[src/rtl/uart_pkg.sv]
// uart_pkg
// Constants and state encoding shared by the UART receiver and transmitter.
//   OVERSAMPLE : baud_tick pulses per bit period
//   MID_SAMPLE : tick count at which the start bit is re-checked (bit centre)
//   DATA_BITS  : payload bits per frame, LSB first
//   uart_state_e : common frame-sequencer state encoding
package uart_pkg;

   localparam int OVERSAMPLE = 16;
   localparam int MID_SAMPLE = 7;
   localparam int DATA_BITS  = 8;

   // Counter/index compare values derived from the constants above
   localparam logic [3:0] TICK_LAST = 4'(OVERSAMPLE - 1);
   localparam logic [3:0] TICK_MID  = 4'(MID_SAMPLE);
   localparam logic [2:0] BIT_LAST  = 3'(DATA_BITS - 1);

   typedef enum logic [2:0] {
      ST_IDLE      = 3'd0,
      ST_START     = 3'd1,
      ST_DATA      = 3'd2,
      ST_STOP      = 3'd3,
      ST_WAIT_HIGH = 3'd4
   } uart_state_e;

   // Shift a new serial bit into the MSB; after DATA_BITS shifts the first
   // bit received sits in bit 0 (LSB-first line order).
   function automatic logic [7:0] shift_in(input logic [7:0] sr, input logic b);
      return {b, sr[7:1]};
   endfunction

endpackage

[src/rtl/uart_rx_sync.sv]
// uart_rx_sync
// Multi-flop synchroniser for the asynchronous UART line. Resets to 1 so the
// line reads as idle while reset is held.
//   clk   : system clock
//   reset : asynchronous, active-high reset
//   rx    : asynchronous serial input
//   rx_s  : synchronised serial line (SYNC_STAGES clk of latency)
module uart_rx_sync #(
   parameter int SYNC_STAGES = 2
) (
   input  logic clk,
   input  logic reset,
   input  logic rx,
   output logic rx_s
);

   logic [SYNC_STAGES-1:0] sync_r;

   // Shift the raw line through the flop chain every clk
   always_ff @(posedge clk or posedge reset) begin
      if (reset) begin
         sync_r <= '1;
      end else begin
         sync_r <= {sync_r[SYNC_STAGES-2:0], rx};
      end
   end

   assign rx_s = sync_r[SYNC_STAGES-1];

endmodule

[src/rtl/uart_receiver.sv]
// uart_receiver
// 16x-oversampling UART receiver, 8 data bits, no parity, one stop bit.
//   clk       : system clock
//   reset     : asynchronous, active-high reset
//   baud_tick : one-clk pulse at 16x baud; the frame sequencer only moves on it
//   rx        : asynchronous serial line, idles high
//   rx_data   : last correctly framed byte, held until the next good frame
//   rx_done   : one-clk pulse when rx_data has just been updated
//   rx_busy   : high from start-bit detection until the frame ends
//   frame_err : one-clk pulse when the stop bit is sampled low
module uart_receiver
   import uart_pkg::*;
#(
   parameter int SYNC_STAGES = 2
) (
   input  logic       clk,
   input  logic       reset,
   input  logic       baud_tick,
   input  logic       rx,
   output logic [7:0] rx_data,
   output logic       rx_done,
   output logic       rx_busy,
   output logic       frame_err
);

   logic        rx_s;
   uart_state_e state_r,  state_nxt_s;
   logic [3:0]  cnt_r,    cnt_nxt_s;
   logic [2:0]  bit_r,    bit_nxt_s;
   logic [7:0]  shift_r,  shift_nxt_s;
   logic [7:0]  data_r,   data_nxt_s;
   logic        done_r,   done_nxt_s;
   logic        err_r,    err_nxt_s;
   logic        busy_r,   busy_nxt_s;

   uart_rx_sync #(
      .SYNC_STAGES (SYNC_STAGES)
   ) u_sync (
      .clk   (clk),
      .reset (reset),
      .rx    (rx),
      .rx_s  (rx_s)
   );

   // Frame sequencer next-state; pulses default low so they last one clk
   always_comb begin
      state_nxt_s = state_r;
      cnt_nxt_s   = cnt_r;
      bit_nxt_s   = bit_r;
      shift_nxt_s = shift_r;
      data_nxt_s  = data_r;
      done_nxt_s  = 1'b0;
      err_nxt_s   = 1'b0;
      busy_nxt_s  = busy_r;
      if (baud_tick) begin
         case (state_r)
            ST_IDLE: begin
               if (!rx_s) begin
                  state_nxt_s = ST_START;
                  cnt_nxt_s   = 4'd0;
                  busy_nxt_s  = 1'b1;
               end else begin
                  busy_nxt_s  = 1'b0;
               end
            end
            ST_START: begin
               // Re-check the start bit at its centre to reject glitches
               if (cnt_r == TICK_MID) begin
                  if (!rx_s) begin
                     state_nxt_s = ST_DATA;
                     cnt_nxt_s   = 4'd0;
                     bit_nxt_s   = 3'd0;
                  end else begin
                     state_nxt_s = ST_IDLE;
                     busy_nxt_s  = 1'b0;
                  end
               end else begin
                  cnt_nxt_s = cnt_r + 4'd1;
               end
            end
            ST_DATA: begin
               // Counter restarts at each sample, so samples stay at bit centres
               if (cnt_r == TICK_LAST) begin
                  shift_nxt_s = shift_in(shift_r, rx_s);
                  cnt_nxt_s   = 4'd0;
                  if (bit_r == BIT_LAST) begin
                     state_nxt_s = ST_STOP;
                  end else begin
                     bit_nxt_s = bit_r + 3'd1;
                  end
               end else begin
                  cnt_nxt_s = cnt_r + 4'd1;
               end
            end
            ST_STOP: begin
               if (cnt_r == TICK_LAST) begin
                  if (rx_s) begin
                     data_nxt_s  = shift_r;
                     done_nxt_s  = 1'b1;
                     state_nxt_s = ST_IDLE;
                     busy_nxt_s  = 1'b0;
                  end else begin
                     err_nxt_s   = 1'b1;
                     state_nxt_s = ST_WAIT_HIGH;
                  end
               end else begin
                  cnt_nxt_s = cnt_r + 4'd1;
               end
            end
            ST_WAIT_HIGH: begin
               // Line break: a low line here must not be taken as a new start
               if (rx_s) begin
                  state_nxt_s = ST_IDLE;
                  busy_nxt_s  = 1'b0;
               end else begin
                  busy_nxt_s  = 1'b1;
               end
            end
            default: begin
               state_nxt_s = ST_IDLE;
               cnt_nxt_s   = 4'd0;
               bit_nxt_s   = 3'd0;
               busy_nxt_s  = 1'b0;
            end
         endcase
      end else begin
         state_nxt_s = state_r;
      end
   end

   // State and output registers
   always_ff @(posedge clk or posedge reset) begin
      if (reset) begin
         state_r <= ST_IDLE;
         cnt_r   <= 4'd0;
         bit_r   <= 3'd0;
         shift_r <= 8'h00;
         data_r  <= 8'h00;
         done_r  <= 1'b0;
         err_r   <= 1'b0;
         busy_r  <= 1'b0;
      end else begin
         state_r <= state_nxt_s;
         cnt_r   <= cnt_nxt_s;
         bit_r   <= bit_nxt_s;
         shift_r <= shift_nxt_s;
         data_r  <= data_nxt_s;
         done_r  <= done_nxt_s;
         err_r   <= err_nxt_s;
         busy_r  <= busy_nxt_s;
      end
   end

   assign rx_data   = data_r;
   assign rx_done   = done_r;
   assign rx_busy   = busy_r;
   assign frame_err = err_r;

endmodule

[config.mk]
export PLATFORM = sky130hd
export DESIGN_NAME = uart_receiver
export DESIGN_NICKNAME = d
export VERILOG_FILES = /design/src/rtl/uart_pkg.sv /design/src/rtl/uart_rx_sync.sv /design/src/rtl/uart_receiver.sv
export SDC_FILE = /design/constraint.sdc
export NUM_CORES = 1
export LEC_CHECK = 0
export CORE_MARGIN = 2
export CORE_UTILIZATION = 50
export DETAILED_ROUTE_END_ITERATION = 8
export PLACE_DENSITY = 0.71
export SLEW_MARGIN = 10
export SYNTH_ARGS = -nofsm -noshare
export SYNTH_HDL_FRONTEND = slang
export SYNTH_HIERARCHICAL = 1
export SYNTH_SLANG_ARGS = --single-unit
export TNS_END_PERCENT = 20
[constraint.sdc]
create_clock -name clk -period 3.9 [get_ports clk]
set_clock_uncertainty 0.05 [all_clocks]
set_input_delay 1.17 -clock clk [delete_from_list [all_inputs] [get_ports clk]]
set_output_delay 1.17 -clock clk [all_outputs]
set_load 0.03 [all_outputs]
=== After elaboration in Yosys (flattened, before gate mapping) ===
Cells that the tools add are included.

* Register bits after elaboration: 31
* Latch bits: 0
* Memory bits (writable): 0
* Memory bits (read-only): 0
* Input port bits: 4
* Output and inout port bits: 11
* Word-level logic and storage cells: 70
* Memories kept: 0

* Add/subtract/negate cells: 2
* Multiply operators: 0
* Divide/modulo/power cells: 0
* Magnitude comparators: 0
* Equal/unequal tests: 16
* Shift operators: 0
* Muxes and demuxes: 31
* Bitwise gates (word level): 3
* Reduce and logical (&&, ||, !) cells: 9

{| class="wikitable"
|+ Operators with widths
! kind !! count
|-
| 3-bit 2-to-1 mux || 11
|-
| 4-bit one-hot mux with 5 select lines || 1
|-
| 4-bit 2-to-1 mux || 4
|-
| 2-bit != test, second input constant || 8
|-
| 3-bit one-hot mux with 5 select lines || 1
|-
| 1-bit 2-to-1 mux || 11
|-
| 3-bit one-hot mux with 3 select lines || 1
|-
| 4-bit AND reduction || 2
|-
| 7-bit AND reduction || 1
|-
| 3-bit by 2-bit equality test with 1-bit output, second input constant || 2
|-
| 3-bit equality test, second input constant || 2
|-
| 3-bit AND reduction || 2
|-
| 6-bit AND reduction || 1
|-
| 4-bit by 1-bit adder with 4-bit output, second input constant || 1
|-
| 4-bit by 3-bit equality test with 1-bit output, second input constant || 1
|-
| 4-bit equality test, second input constant || 1
|-
| 1-bit one-hot mux with 4 select lines || 1
|-
| 3-bit by 1-bit adder with 3-bit output, second input constant || 1
|-
| 3-bit by 1-bit equality test with 1-bit output, second input constant || 1
|-
| 3-bit zero test || 1
|-
| 1-bit NOT || 3
|-
| 3-bit OR reduction || 1
|-
| 2-bit 2-to-1 mux || 1
|-
| 2-bit by 1-bit != test with 1-bit output, second input constant || 1
|-
| 2-bit OR reduction || 1
|}

=== Depth between registers and ports, before layout ===
* Word-level depth: 4
* Gate-level depth with buffers: 6
* Gate-level depth less buffers: 5

=== By module ===
Netlist, hierarchy kept.

{| class="wikitable"
|+ By module, submodules not included
! module !! instances !! cells each !! area each (um^2) !! sequential area each (um^2)
|-
| uart_receiver || 1 || 124 || 1441.4 || 725.7
|-
| uart_rx_sync || 1 || 3 || 56.3 || 52.6
|}

=== Worst setup path after synthesis ===
OpenSTA, ideal clock, no wires.

* Kind: input-to-reg
* Start: input baud_tick
* End: register data_r[0] (netlist: rx_data[0])
* Setup time: 0.125 ns
* Arrival: 2.190 ns
* Required time: 3.725 ns
* Slack: 1.535 ns
* Stages on the path: 4
* Buffers on the path: 1
* Cell sequence: clkbuf_1 > nand2_1 > nor3_4 > mux2_2

* Word-level cells in the longest chain between the ends: 1

{| class="wikitable"
|+ RTL lines
! what !! line !! text
|-
| start: declaration || uart_receiver.sv:18 || <nowiki>input logic baud_tick,</nowiki>
|-
| 4-bit AND reduction (no source line) || n/a ||
|-
| end signal: assignment || uart_receiver.sv:147 || <nowiki>data_r <= data_nxt_s;</nowiki>
|-
| end: declaration || uart_receiver.sv:31 || <nowiki>logic [7:0] data_r, data_nxt_s;</nowiki>
|}

No other way between the ends.
A chain may end at the register's enable or synchronous reset.

=== Worst setup path after layout ===
* Start: register busy_r (netlist: rx_busy)
* End: output rx_busy

{| class="wikitable"
|+ RTL lines
! what !! line !! text
|-
| start: declaration || uart_receiver.sv:34 || <nowiki>logic busy_r, busy_nxt_s;</nowiki>
|-
| start signal: assignment || uart_receiver.sv:150 || <nowiki>busy_r <= busy_nxt_s;</nowiki>
|-
| end: declaration || uart_receiver.sv:22 || <nowiki>output logic rx_busy,</nowiki>
|}

No word-level cell between the ends.

==> flow_metrics.env <==
export IMPL_floorplan_rows=19
export IMPL_wl_per_cell_um=14.9
export IMPL_synth_top_cells_by_count="dfrtp_1 (29), mux2_2 (17), inv_1 (9), nand2_1 (6), nor2_1 (5)"
export IMPL_hpwlAfterDp_um=1840
export IMPL_drt_initial_drc_count=49
export IMPL_cts_bufs_inserted=5
export IMPL_synth_lib_cells_used_distinct=40
export IMPL_yosys_area_top_type_share_pct=48.5
export IMPL_worstSetupEndpointType="output port"
export IMPL_clock_power_share_pct=30.5
export IMPL_power_net_switching_mw=0.249
export IMPL_synthesis_area_per_instance_um2=11.8
export IMPL_cts_sinks=31
export IMPL_grt_util_all_layers_pct=17.4
export IMPL_peak_per_stage_delay_on_the_critical_path_ns=0.69
export IMPL_diodes_inserted=0
export IMPL_routed_via_density=6.07
export IMPL_path_cells="clkdlybuf4s50_1"
export IMPL_drive_above_1_share_pct=23.8
export IMPL_fp_dieArea_um2=3450
export IMPL_ys_dominant_reg_cell="dfrtp_1"
export IMPL_crit_buf_inv=1
export IMPL_maximum_number_of_pins_on_one_net_before_global_route_repair=30
export IMPL_cts_post_setup_buffers_inserted=0
export IMPL_timing_hold_worst_class="flip-flop to flip-flop"
export IMPL_p_int_mw=0.587
export IMPL_vdd_ir_drop_worst_mv=0.286
export IMPL_pwr_density_cell_nw_per_um2=483
export IMPL_vias=1056
export IMPL_switching_share_pct=29.8
export IMPL_die_boundary_width_um=58.7
export IMPL_count_of_flip_flops_with_a_built_in_enable_after_synthesis=0
export IMPL_combPwrFrac_pct=19.2
export IMPL_tritoncts="done"
export IMPL_run_status="complete, but fails checks"
export IMPL_timing_final_hold_violations=0
export IMPL_final_cell_count_no_fill=174
export IMPL_grt_pass1_vias=993
export IMPL_synth_async_sr_flop_share_pct=100
export IMPL_htreeDepth=2
export IMPL_grt_pass1_wl_um=4460
export IMPL_cp_arrival_ns=1.43
export IMPL_timing_setup_critical_path_class="flip-flop to output port"
export IMPL_fmax_mhz=378
export IMPL_port_buffer_cells=14
export IMPL_drt_total_wl_um=2590
export IMPL_initial_cell_density_of_the_core_pct=53.4
export IMPL_synthTopCellsByArea="dfrtp_1 (48%), mux2_2 (13%), dfstp_2 (3.5%), ha_1 (2.5%), inv_1 (2.3%)"
export IMPL_ys_seq_elements=31
export IMPL_synth_area_um2=1500
export IMPL_final_setup_viol_count=0
export IMPL_drtPass1Iterations=6
export IMPL_totalNegativeSetupSlack_ns=0
export IMPL_synthCells=127
export IMPL_cts_hold_buf=0
export IMPL_rsz0062_at_grt="no"
export IMPL_yosys_cell_count_top_type="dfrtp_1"
export IMPL_ioPinCount=15
export IMPL_critical_path_required_ns=2.68
export IMPL_drt_antenna_violating_nets=0
export IMPL_core_region_area_um2=2810
export IMPL_share_seq_of_total_power_pct=50.3
export IMPL_clock_root_buffer="clkbuf_4"
export IMPL_post_cts_resized=0
export IMPL_synth_top_cell_by_area="dfrtp_1"
export IMPL_clk_pin_slew_ns=0.10
export IMPL_postSynthNetCount=134
export IMPL_route_detailed_drc=2
export IMPL_synth_seq_area_share_pct=52.0
export IMPL_gp_congestion=0.833
export IMPL_syn2layout_area_growth_pct=15.6
export IMPL_cp_start_kind="flip-flop"
export IMPL_clk_insertion_delay_late_ns=0.32
export IMPL_grt_antenna_before_repair=0
export IMPL_layout_worst_path_cycle_share_pct=67.9
export IMPL_finish_net_count=149
export IMPL_dp_cells=166
export IMPL_drv_max_cap_violation_count=0
export IMPL_grt_ovfl_total=0
export IMPL_p_leak_nw=0.796
export IMPL_slew_viol_final=0
export IMPL_slowest_stage="clkdlybuf4s50_1"
export IMPL_max_slew_margin_rel_pct=67.3
export IMPL_worst_pin_slew_ns=0.491
export IMPL_r2r_slack_ns=1.89
export IMPL_yosys_warnings=6
export IMPL_crit_path_max_fanout=4
export IMPL_clockBufferDepth=2
export IMPL_failed_checks="DRC"
export IMPL_fin_crit_ns=2.65
export IMPL_chipHeight_um=58.7
export IMPL_worst_path_dominant_cell_family="buffers and inverters"
sequential cells by signal (all words and copies together), names as in the netlist:
signal and flops:
shift_r 8, bit_r 3, rx_busy 1, frame_err 1, u_sync/sync_r 2, state_r 3
rx_data 8, rx_done 1, cnt_r 4
per-stage QoR:
step / cell area [um^2] / total power, mW / setup slack (ns) / hold WS (ns) / utilization, %
after global placement: 1650 / 0.571 / 0.971 / 0.298 / 58.7
after CTS: 1730 / 0.841 / 1.24 / 0.315 / 61.7
after floorplan: 1500 / 0.553 / 1.54 / 0.295 / -
after global routing: 1730 / 0.885 / 1.17 / 0.316 / 61.7
final: 1730 / 0.836 / 1.25 / 0.313 / 61.7
after detailed placement: 1650 / 0.582 / 0.910 / 0.300 / 58.7
logic make-up (layout without fill, tap and decap cells):
family	after synthesis	after routing	synth area share, %
AND/OR/NAND/NOR	31	31	12.0
multiplexers	21	21	15.8
AO/OA/AOI/OAI	24	24	12.3
adder cells (fa/ha/maj)	3	3	2.51
XOR/XNOR	1	1	0.585
flip-flops	31	31	52.0
buffers and inverters	16	32	4.84
power groups by stage:
| stage | logic (mW) | clock network [mW] | registers [mW] |
|---|---|---|---|
| after global placement | 0.150 | 0 | 0.421 |
| after detailed placement | 0.160 | 0 | 0.422 |
| after floorplan | 0.164 | 0 | 0.388 |
| after global routing | 0.180 | 0.277 | 0.428 |
| final | 0.161 | 0.255 | 0.421 |
| after CTS | 0.159 | 0.263 | 0.418 |
layout by cell type, fill, tap and decap left out, drive strengths merged, types with 4 or more instances in the layout:
| cell | n |
|---|---|
| clkbuf | 6 |
| clkdlybuf4s50 | 14 |
| dfrtp | 29 |
| inv | 9 |
| mux2 | 18 |
| nand2 | 6 |
| nand3 | 4 |
| nor2 | 5 |
| o21ai | 4 |
path summary, 6_finish.rpt:
kind | startpoint | end | cells past startpoint
min in group asynchronous | reset | u_sync/sync_r[0] | 2
setup reg to reg | cnt_r[0] | shift_r[4] | 4
hold reg to reg | u_sync/sync_r[0] | u_sync/sync_r[1] | 0
hold / removal | u_sync/sync_r[0] | u_sync/sync_r[1] | 0
setup / recovery | rx_busy | rx_busy | 1
max in group asynchronous | reset | cnt_r[3] | 3
cell type report:
type	count	area [um^2]
tap	31	38.8
timing repair buffer	15	148
multi-input combinational	80	647
fill	219	1070
inverter	9	33.8
clock buffer	6	51.3
clock inverter	2	35.0
sequential	31	778
metal layers:
metal  vias up  wire length, um  GRT usage [%]
met4         0               34           6.82
met2        36             1220           24.6
met3         9              143           5.93
met5         -                0              0
li1        488                -              -
met1       523             1200           24.5
No activity file was read; power rests on OpenSTA's default activity.
